File: src/rtl/mips_ctrl_pkg.sv
// Shared encodings for the multicycle MIPS control path: FSM states, opcodes,
// and the select/aluOp codes consumed by the datapath and ALU control decoder.
package mips_ctrl_pkg;

    typedef enum logic [3:0] {
        S_FETCH  = 4'd0,
        S_DECODE = 4'd1,
        S_MEMADR = 4'd2,
        S_MEMRD  = 4'd3,
        S_MEMWB  = 4'd4,
        S_MEMWR  = 4'd5,
        S_EXEC   = 4'd6,
        S_RCOMP  = 4'd7,
        S_BEQ    = 4'd8,
        S_JUMP   = 4'd9,
        S_ADDIEX = 4'd10,
        S_ADDIWB = 4'd11
    } state_e;

    localparam logic [5:0] OP_RTYPE = 6'b000000;
    localparam logic [5:0] OP_LW    = 6'b100011;
    localparam logic [5:0] OP_SW    = 6'b101011;
    localparam logic [5:0] OP_BEQ   = 6'b000100;
    localparam logic [5:0] OP_J     = 6'b000010;
    localparam logic [5:0] OP_ADDI  = 6'b001000;

    localparam logic [1:0] ALUOP_ADD  = 2'b00;
    localparam logic [1:0] ALUOP_SUB  = 2'b01;
    localparam logic [1:0] ALUOP_FUNC = 2'b10;

    localparam logic [1:0] PCSRC_ALU    = 2'b00;
    localparam logic [1:0] PCSRC_ALUOUT = 2'b01;
    localparam logic [1:0] PCSRC_JUMP   = 2'b10;

    localparam logic [1:0] SRCB_REGB    = 2'b00;
    localparam logic [1:0] SRCB_FOUR    = 2'b01;
    localparam logic [1:0] SRCB_IMM     = 2'b10;
    localparam logic [1:0] SRCB_IMM_SHL = 2'b11;

    // Picks the state that follows DECODE; unknown opcodes fall back to FETCH.
    function automatic state_e decode_target(input logic [5:0] op);
        case (op)
            OP_RTYPE:     decode_target = S_EXEC;
            OP_LW, OP_SW: decode_target = S_MEMADR;
            OP_BEQ:       decode_target = S_BEQ;
            OP_J:         decode_target = S_JUMP;
            OP_ADDI:      decode_target = S_ADDIEX;
            default:      decode_target = S_FETCH;
        endcase
    endfunction

endpackage

File: src/rtl/mips_multicycle_control.sv
// Moore control FSM for the multicycle MIPS datapath. Outputs decode from the
// registered state (plus mem_ready for the memory handshake) and are held at 0 during reset.
module mips_multicycle_control
    import mips_ctrl_pkg::*;
(
    input  logic       clock,
    input  logic       reset,
    input  logic [5:0] opcode,
    input  logic       mem_ready,
    output logic       PCWrite,
    output logic       PCWriteCond,
    output logic       IorD,
    output logic       MemRead,
    output logic       MemWrite,
    output logic       MemtoReg,
    output logic       IRWrite,
    output logic [1:0] PCSource,
    output logic [1:0] aluOp,
    output logic [1:0] ALUSrcB,
    output logic       ALUSrcA,
    output logic       RegWrite,
    output logic       RegDst,
    output logic       illegal_op,
    output logic [3:0] state
);

    state_e state_q;
    state_e state_d;

    always_ff @(posedge clock) begin
        if (reset) begin
            state_q <= S_FETCH;
        end else begin
            state_q <= state_d;
        end
    end

    assign state = reset ? 4'd0 : state_q;

    always_comb begin
        state_d     = S_FETCH;
        PCWrite     = 1'b0;
        PCWriteCond = 1'b0;
        IorD        = 1'b0;
        MemRead     = 1'b0;
        MemWrite    = 1'b0;
        MemtoReg    = 1'b0;
        IRWrite     = 1'b0;
        PCSource    = PCSRC_ALU;
        aluOp       = ALUOP_ADD;
        ALUSrcB     = SRCB_REGB;
        ALUSrcA     = 1'b0;
        RegWrite    = 1'b0;
        RegDst      = 1'b0;
        illegal_op  = 1'b0;

        // Reset suppresses every strobe in the same cycle, so no partial write escapes.
        if (!reset) begin
            case (state_q)
                S_FETCH: begin
                    MemRead = 1'b1;
                    ALUSrcB = SRCB_FOUR;
                    aluOp   = ALUOP_ADD;
                    IRWrite = mem_ready;
                    PCWrite = mem_ready;
                    state_d = mem_ready ? S_DECODE : S_FETCH;
                end
                S_DECODE: begin
                    ALUSrcB    = SRCB_IMM_SHL;
                    aluOp      = ALUOP_ADD;
                    state_d    = decode_target(opcode);
                    illegal_op = (decode_target(opcode) == S_FETCH);
                end
                S_MEMADR: begin
                    ALUSrcA = 1'b1;
                    ALUSrcB = SRCB_IMM;
                    aluOp   = ALUOP_ADD;
                    if (opcode == OP_LW) begin
                        state_d = S_MEMRD;
                    end else if (opcode == OP_SW) begin
                        state_d = S_MEMWR;
                    end else begin
                        state_d = S_FETCH;
                    end
                end
                S_MEMRD: begin
                    MemRead = 1'b1;
                    IorD    = 1'b1;
                    state_d = mem_ready ? S_MEMWB : S_MEMRD;
                end
                S_MEMWB: begin
                    RegWrite = 1'b1;
                    MemtoReg = 1'b1;
                    RegDst   = 1'b0;
                    state_d  = S_FETCH;
                end
                S_MEMWR: begin
                    MemWrite = 1'b1;
                    IorD     = 1'b1;
                    state_d  = mem_ready ? S_FETCH : S_MEMWR;
                end
                S_EXEC: begin
                    ALUSrcA = 1'b1;
                    ALUSrcB = SRCB_REGB;
                    aluOp   = ALUOP_FUNC;
                    state_d = S_RCOMP;
                end
                S_RCOMP: begin
                    RegWrite = 1'b1;
                    RegDst   = 1'b1;
                    state_d  = S_FETCH;
                end
                S_BEQ: begin
                    ALUSrcA     = 1'b1;
                    ALUSrcB     = SRCB_REGB;
                    aluOp       = ALUOP_SUB;
                    PCWriteCond = 1'b1;
                    PCSource    = PCSRC_ALUOUT;
                    state_d     = S_FETCH;
                end
                S_JUMP: begin
                    PCWrite  = 1'b1;
                    PCSource = PCSRC_JUMP;
                    state_d  = S_FETCH;
                end
                S_ADDIEX: begin
                    ALUSrcA = 1'b1;
                    ALUSrcB = SRCB_IMM;
                    aluOp   = ALUOP_ADD;
                    state_d = S_ADDIWB;
                end
                S_ADDIWB: begin
                    RegWrite = 1'b1;
                    RegDst   = 1'b0;
                    state_d  = S_FETCH;
                end
                default: begin
                    state_d = S_FETCH;
                end
            endcase
        end
    end

endmodule
File: config.mk
export PLATFORM = sky130hd
export DESIGN_NAME = mips_multicycle_control
export DESIGN_NICKNAME = d
export VERILOG_FILES = /design/src/rtl/mips_ctrl_pkg.sv /design/src/rtl/mips_multicycle_control.sv
export SDC_FILE = /design/constraint.sdc
export NUM_CORES = 1
export LEC_CHECK = 0
export CORE_MARGIN = 8
export CORE_UTILIZATION = 37
export DETAILED_ROUTE_END_ITERATION = 10
export GPL_TIMING_DRIVEN = 0
export PLACE_DENSITY = 0.88
export SETUP_SLACK_MARGIN = 0.4
export SKIP_CTS_REPAIR_TIMING = 1
export SYNTH_ARGS = -nofsm -noshare
export SYNTH_HDL_FRONTEND = slang
export SYNTH_SLANG_ARGS = --single-unit
File: constraint.sdc
create_clock -name clock -period 2 [get_ports clock]
set_input_delay 0.2 -clock clock [delete_from_list [all_inputs] [get_ports clock]]
set_output_delay 0.2 -clock clock [all_outputs]
set_load 0.05 [all_outputs]
==> results.toml <==
[global_route]
track_usage_pct = 15.42
grt_pass1_vias = 756
grt_first_pass_wirelength_um = 3374
grt_max_degree = 11
grt-ovfl-total = 0
grt_antenna_before_repair = 0

[synth]
avgSynthCellArea_sq_um = 6.803
synth_cell_types = 34
syn-num-nets = 89
ys_ff_latch = 4
yosys_warnings = 0
syn_inst = 80
synth_area_sq_um = 544.3
synth-seq-area-share_pct = 14.71

[setup_path]
max_stage_delay_ps = 540
required_ps = 1800
critPathTopFamily = "buffers and inverters"
slowest_stage = "or4_1"
cp-end-kind = "output pin"
r2r-start = "state_q[2]"
timing.rr.end = "state_q[1]"
reg2reg_depth = 6
crit_fanout = 3
cp.arrival_ps = 1700
crit_path_cell_trace = "clkdlybuf4s50_1 -> or4_1 -> a21oi_2 -> nor4b_4 -> buf_4"
crit_buf_inv = 2
reg2reg_slack_ps = 320
path_class = "in2out"
critPathLaunchType = "primary input"

[hold_path]
holdPathStages = 3
min_path_type = "in2reg"
min_to = "state_q[2]"
worstHoldStart = "opcode[1]"

[cts]
cts-buffers-inserted = 3
cts_max_level = 1
clock_sinks = 4
clk_pin_slew_worst_paths_ps = 30
clk-insertion-delay-late_ps = 240
cts_tree = "done"
root_buffer = "clkbuf_4"
cts_buffer_depth = 2

[final_layout]
largest_reg_flops = 4
nFillCells = 87
final_common_cell = "buf_4"
stdcell_count = 137
largestRegisters = "state_q x4"
max_flop_register = "state_q"
post-route-util_pct = 84.41
fin_nets = 132
multi_input_area_sq_um = 636.9
seqCellArea_sq_um = 90.09
num_antenna_cells = 0
drive_gt1_share_pct = 58.68
syn2layout_area_growth_pct = 122.8
layout_common_cells = "buf_4, buf_6"

[power_and_ir_drop]
internal-power_uw = 210.3
p_per_area_mw_per_mm2 = 275.8
seqPwrFrac_pct = 24.7
pwr-share-comb_pct = 45.3
power.leakage_uw = 0.0005445
ir_drop_uv = 262.8
p_clk_share_pct = 29.9
switchingPower_uw = 124.0
total_power_uw = 334.4
p_sw_share_pct = 37.09

[run_status]
outcome = "completed"

[timing]
period_share_pct = 94.93
finClkSkew_ps = 4.580
hold_viol_final = 0
rsz0062_at_grt = "yes"
whs_ps = 448.1
final-setup-viol-count = 0
fmax_ghz = 0.5267
max_slew_margin_pct = 66.02
worst_slew_pin_slew_ps = 508.8
drv_slew = 0
period_needed_ps = 1899

[route]
drtAntennaViolNets = 0
drc_errors = 0
num_vias = 818
viasPerCell = 5.971
drt-total-wl_um = 2446
post_drt_wl_per_cell_um = 17.85
firstDrtPassIters = 4
drt_iter0_drc = 19

[job]
cap_violations = 0

[floorplanning]
die-area_sq_mm = 0.002954
start_util_pct = 37.89
die_h_um = 54.36
ios = 30
rows = 14
die_width_um = 54.36
core_area_sq_mm = 0.001436

[place]
dpl.cell_count = 124
hpwlAfterDp_um = 1507
port_buffers = 28
gp_congestion = 0.8419
## cell families (layout without fill, tap and decap cells)
logic type | Yosys count | after routing | share of synthesized area (%)
AO/OA/AOI/OAI | 17 | 17 | 21.15
XOR/XNOR | 3 | 3 | 4.828
buffers and inverters | 9 | 50 | 8.275
flip-flops | 4 | 4 | 14.71
multiplexers | 1 | 1 | 2.069
AND/OR/NAND/NOR | 46 | 46 | 48.97
## how the worst max path moves through the flow
stage	startpoint	to	slack, ps	cells past startpoint
detailed placement	opcode[1]	illegal_op	-570	5
finish	opcode[0]	illegal_op	100	5
global route	opcode[0]	illegal_op	50	5
CTS	opcode[1]	illegal_op	-580	5
global placement	opcode[1]	illegal_op	-540	5
floorplan	state_q[0]	PCWrite	140	4
## cell usage after synthesis
cell type,number,area share (%)
nand3b_1,1,1.4
clkbuf_1,6,4.1
mux2_2,1,2.1
or3_1,1,1.2
o32a_1,1,1.8
nor2b_1,5,5.7
o31a_1,1,1.6
o22a_1,1,1.6
or3_4,1,2.1
or2_1,1,1.2
nor2_1,6,4.1
nand2b_1,7,8.0
o21ai_0,1,0.92
buf_1,1,0.69
o21bai_1,2,2.8
a211oi_1,1,1.4
a21oi_1,5,4.6
buf_4,1,1.4
or2_2,1,1.2
nor4_1,4,4.6
xor2_1,2,3.2
and3b_1,1,1.6
nor3b_1,1,1.4
nand2_1,4,2.8
nand4b_1,1,1.6
nor4b_1,1,1.6
dfxtp_1,4,15
nor3_1,10,9.2
or4_1,1,1.4
a31oi_1,3,3.4
o21a_1,1,1.4
xnor2_1,1,1.6
o311ai_0,1,1.6
buf_6,1,2.1
## power groups by stage
stage	sequential, uW	combinational (uW)	clock [uW]
global route	83.1	159	109
global placement	84.1	133	0
floorplan	83.9	91.8	0
detailed placement	84.1	135	0
CTS	83.0	136	102
finish	82.8	152	100
## layer usage
metal,global-route usage (%),vias up,routed length [um],share of wire [%]
met3,6.250,7,153,6.3
met4,10.25,0,46,1.9
met2,24.43,40,1257,51
li1,-,379,-,-
met5,0,-,0,0
met1,16.59,392,990,40
## layout make-up
class / count / share of cell area, %
Sequential cell: 4 / 7.430
Tap cell: 16 / 1.651
Buffer: 9 / 9.288
Multi-Input combinational cell: 67 / 52.53
Clock buffer: 3 / 1.858
Timing Repair Buffer: 38 / 27.24
## worst min-delay path: cells and delay by family
| kind | cells | cell delay, ps |
|---|---|---|
| buffers and inverters | 1 | 210 |
| AO/OA/AOI/OAI | 1 | 80 |
| AND/OR/NAND/NOR | 1 | 140 |
## through the flow
step	setup TNS, ps	instance area (sq um)	worst slack [ps]
floorplan	0	753.2	136.9
global placement	-1754	1054	-541.2
detailed placement	-1822	1054	-567.2
CTS	-5269	1076	-577.6
global route	0	1212	46.49
finish	0	1212	101.5
Power figures use the tool's default switching activity.
==> RTL edit: new RTL, same settings <==
Reset style: asynchronous (`reset`), changed in one clocked block.
--- a/src/rtl/mips_multicycle_control.sv
+++ b/src/rtl/mips_multicycle_control.sv
@@ -28,5 +28,5 @@
     state_e state_d;
 
-    always_ff @(posedge clock) begin
+    always_ff @(posedge clock or posedge reset) begin
         if (reset) begin
             state_q <= S_FETCH;
Function: same outputs for any inputs over 10 cycles, from zero or initial values and one cycle with reset high; that may be too few to reach the edited logic, so the function may still have changed.
==> RTL edit against the original RTL <==
Synthesized area is 18% higher. Final area up 11%. Cell count grew 8.8%. Critical path depth is the same. Power increased by 4.8%. Register-to-register slack better by 0.15 ns. Sequential cell count did not move. Sequential share of layout area increased by 0.18 points. Combinational power up 5%. Worst hold slack lost 0.38 ns. Highest routed layer unchanged. Global-route usage down 2.1 points. Worst setup slack gained 0.15 ns. Non-clock buffer count increased by 2. Routed wire length grew 12%.
==> RTL edit: results (changes against the original RTL) <==
Logic synthesis
  • Yosys cell types: 35 (was 34)
  • Ys Warns: 0 (unchanged)
  • List of most frequent post-synthesis cells: nor2b_1, nand2b_1, nor3_1, nor2_1, o21ai_0 (was nor3_1, nand2b_1, clkbuf_1, nor2_1)
  • Share of the synthesized area in the top cell type: 0.1556 (was 0.1471)
  • Async SR Flop Fraction: 1.000 (was 0)
  • Multiplexer share of the synthesized area: 0 (was 0.02069)
  • Post-synthesis xor/xnor area fraction: 0.02724 (was 0.04828)
  • Register area share after synthesis: 0.1556 (was 0.1471)
  • Synth area leaders: dfrtp_1, nor2b_1, nand2b_1 (was dfxtp_1, nor3_1, nand2b_1)
  • Compound-gate portion of the synthesized area: 0.2315 (was 0.2115)
  • Leading register cell type out of synthesis: dfrtp_1 (was dfxtp_1)
  • Syn Nets: 98 (was 89)

Detailed routing
  • 1st-iter DRT viols: 53 (was 19)
  • Drt wl/cell: 18.38 microns (was 17.85 microns)
  • Total vias in the final route: 889 (was 818)

Worst setup path
  • Critical Path Fanout Max: 6 (was 3)
  • Reg2reg path depth: 6 (unchanged)
  • WP data arrival: 1.55 ns (was 1.70 ns)

Clocking
  • H-tree levels: 1 (unchanged)
  • CTS root buf: clkbuf_4 (unchanged)
  • Worst-Skew Late Latency: 0.24 ns (about the same)
  • CTS Buf Count: 3 (unchanged)

GRT
  • Largest net degree at the start of global routing: 11 (unchanged)
  • Initial antenna violation count: 0 (unchanged)
  • Vias in the first global route: 741 (was 756)
  • First-pass GRT wire length: 3.553 mm (was 3.374 mm)
  • GRT Util Overall: 0.1328 (was 0.1542)

Hold path
  • Hold Crit Class: input pin to asynchronous set/reset pin (was input pin to register)

Layout
  • Ant. Diodes: 0 (unchanged)
  • Layout cells sized above 1: 0.5909 (was 0.5868)
  • Final nets: 143 (was 132)

Power and ir drop
  • Peak VDD IR: 284.6 uV (was 262.8 uV)
  • Lkg Pwr: 0.5774 nW (was 0.5445 nW)

Placement
  • I/O Buffers: 29 (was 28)
  • Pre-CTS setup slack: -0.7442 ns (was -0.5672 ns)
  • Post-DP HPWL: 1.658 mm (was 1.507 mm)
  • Gpl congestion: 0.8385 (was 0.8419)

Timing
  • Worst slew pin tran: 0.4844 ns (was 0.5088 ns)
  • Final setup skew: 0.002645 ns (was 0.004580 ns)

Status
  • Status: finished clean (unchanged)
==> RTL edit: cell types whose count changed in the layout (fill, tap and decap cells not counted), moves of 3 or more <==
cell	unedited run	this run
nand3_1	0	3
clkdlybuf4s50_1	6	1
o21ai_0	1	4
nor3_4	6	3
nor2b_4	1	5
clkbuf_2	6	2
dlymetal6s2s_1	4	7
buf_6	7	16
==> RTL edit: cell type report <==
class                      instances  area (sq um)
multi-input combinational         75         690.7
timing repair buffer              40         405.4
fill                             104         340.3
sequential                         4         102.6
buffer                             9         102.6
clock buffer                       3         22.52
tap                               17         21.27
inverter                           1         3.754
==> RTL edit: critical path: stages, from the launching register on <==
cell,delay [ns]
dfrtp_1,0.38
buf_6,0.16
nor2b_4,0.16
and3_4,0.20
nor4b_4,0.21
buf_6,0.20
==> RTL edit: kinds of logic (layout without fill, tap and decap cells) <==
logic type,after synthesis,in the layout
AOI/OAI and AO/OA,21,21
buffers and inverters,10,53
DFF,4,4
xor gates and xnor gates,2,2
and+or+nand+nor,52,52
==> RTL edit: metrics by stage <==
step | area [sq um] | TNS [ns] | power [mW] | hold WS [ns] | instances
after floorplan | 777.0 | 0 | 0.1676 | -0.02298 | 89
after global placement | 1089 | -9.764 | 0.2141 | 0.6809 | 135
after detailed placement | 1089 | -10.32 | 0.2168 | 0.6884 | 135
after CTS | 1111 | -11.27 | 0.3249 | 0.4336 | 138
after global routing | 1349 | 0 | 0.3660 | 0.08400 | 149
final | 1349 | 0 | 0.3503 | 0.07057 | 149
==> RTL edit: worst paths after layout <==
check                                     startpoint              endpoint  slack (ns)
worst max-delay path            state_q[0]$_DFF_PP0_            illegal_op        0.25
worst min-delay path                           reset  state_q[0]$_DFF_PP0_        0.07
worst max register to register  state_q[1]$_DFF_PP0_  state_q[1]$_DFF_PP0_        0.47
worst min register to register  state_q[2]$_DFF_PP0_  state_q[1]$_DFF_PP0_        0.74
max in group asynchronous                      reset  state_q[3]$_DFF_PP0_        1.77
min in group clock                         opcode[3]  state_q[2]$_DFF_PP0_        0.40
==> RTL edit: where the power goes <==
part	internal, mW	switching [mW]	leakage (nW)
Combinational	0.0671	0.0927	0.512
Sequential	0.0828	0.00192	0.0517
Clock	0.0675	0.0383	0.0138
==> RTL edit: metal layers <==
| layer | routed length, microns | track usage | vias to the layer above |
|---|---|---|---|
| li1 | - | - | 412 |
| met1 | 1028 | 0.1624 | 405 |
| met2 | 1371 | 0.2074 | 64 |
| met3 | 253 | 0.05960 | 8 |
| met4 | 85 | 0.03147 | 0 |
| met5 | 0 | 0 | - |
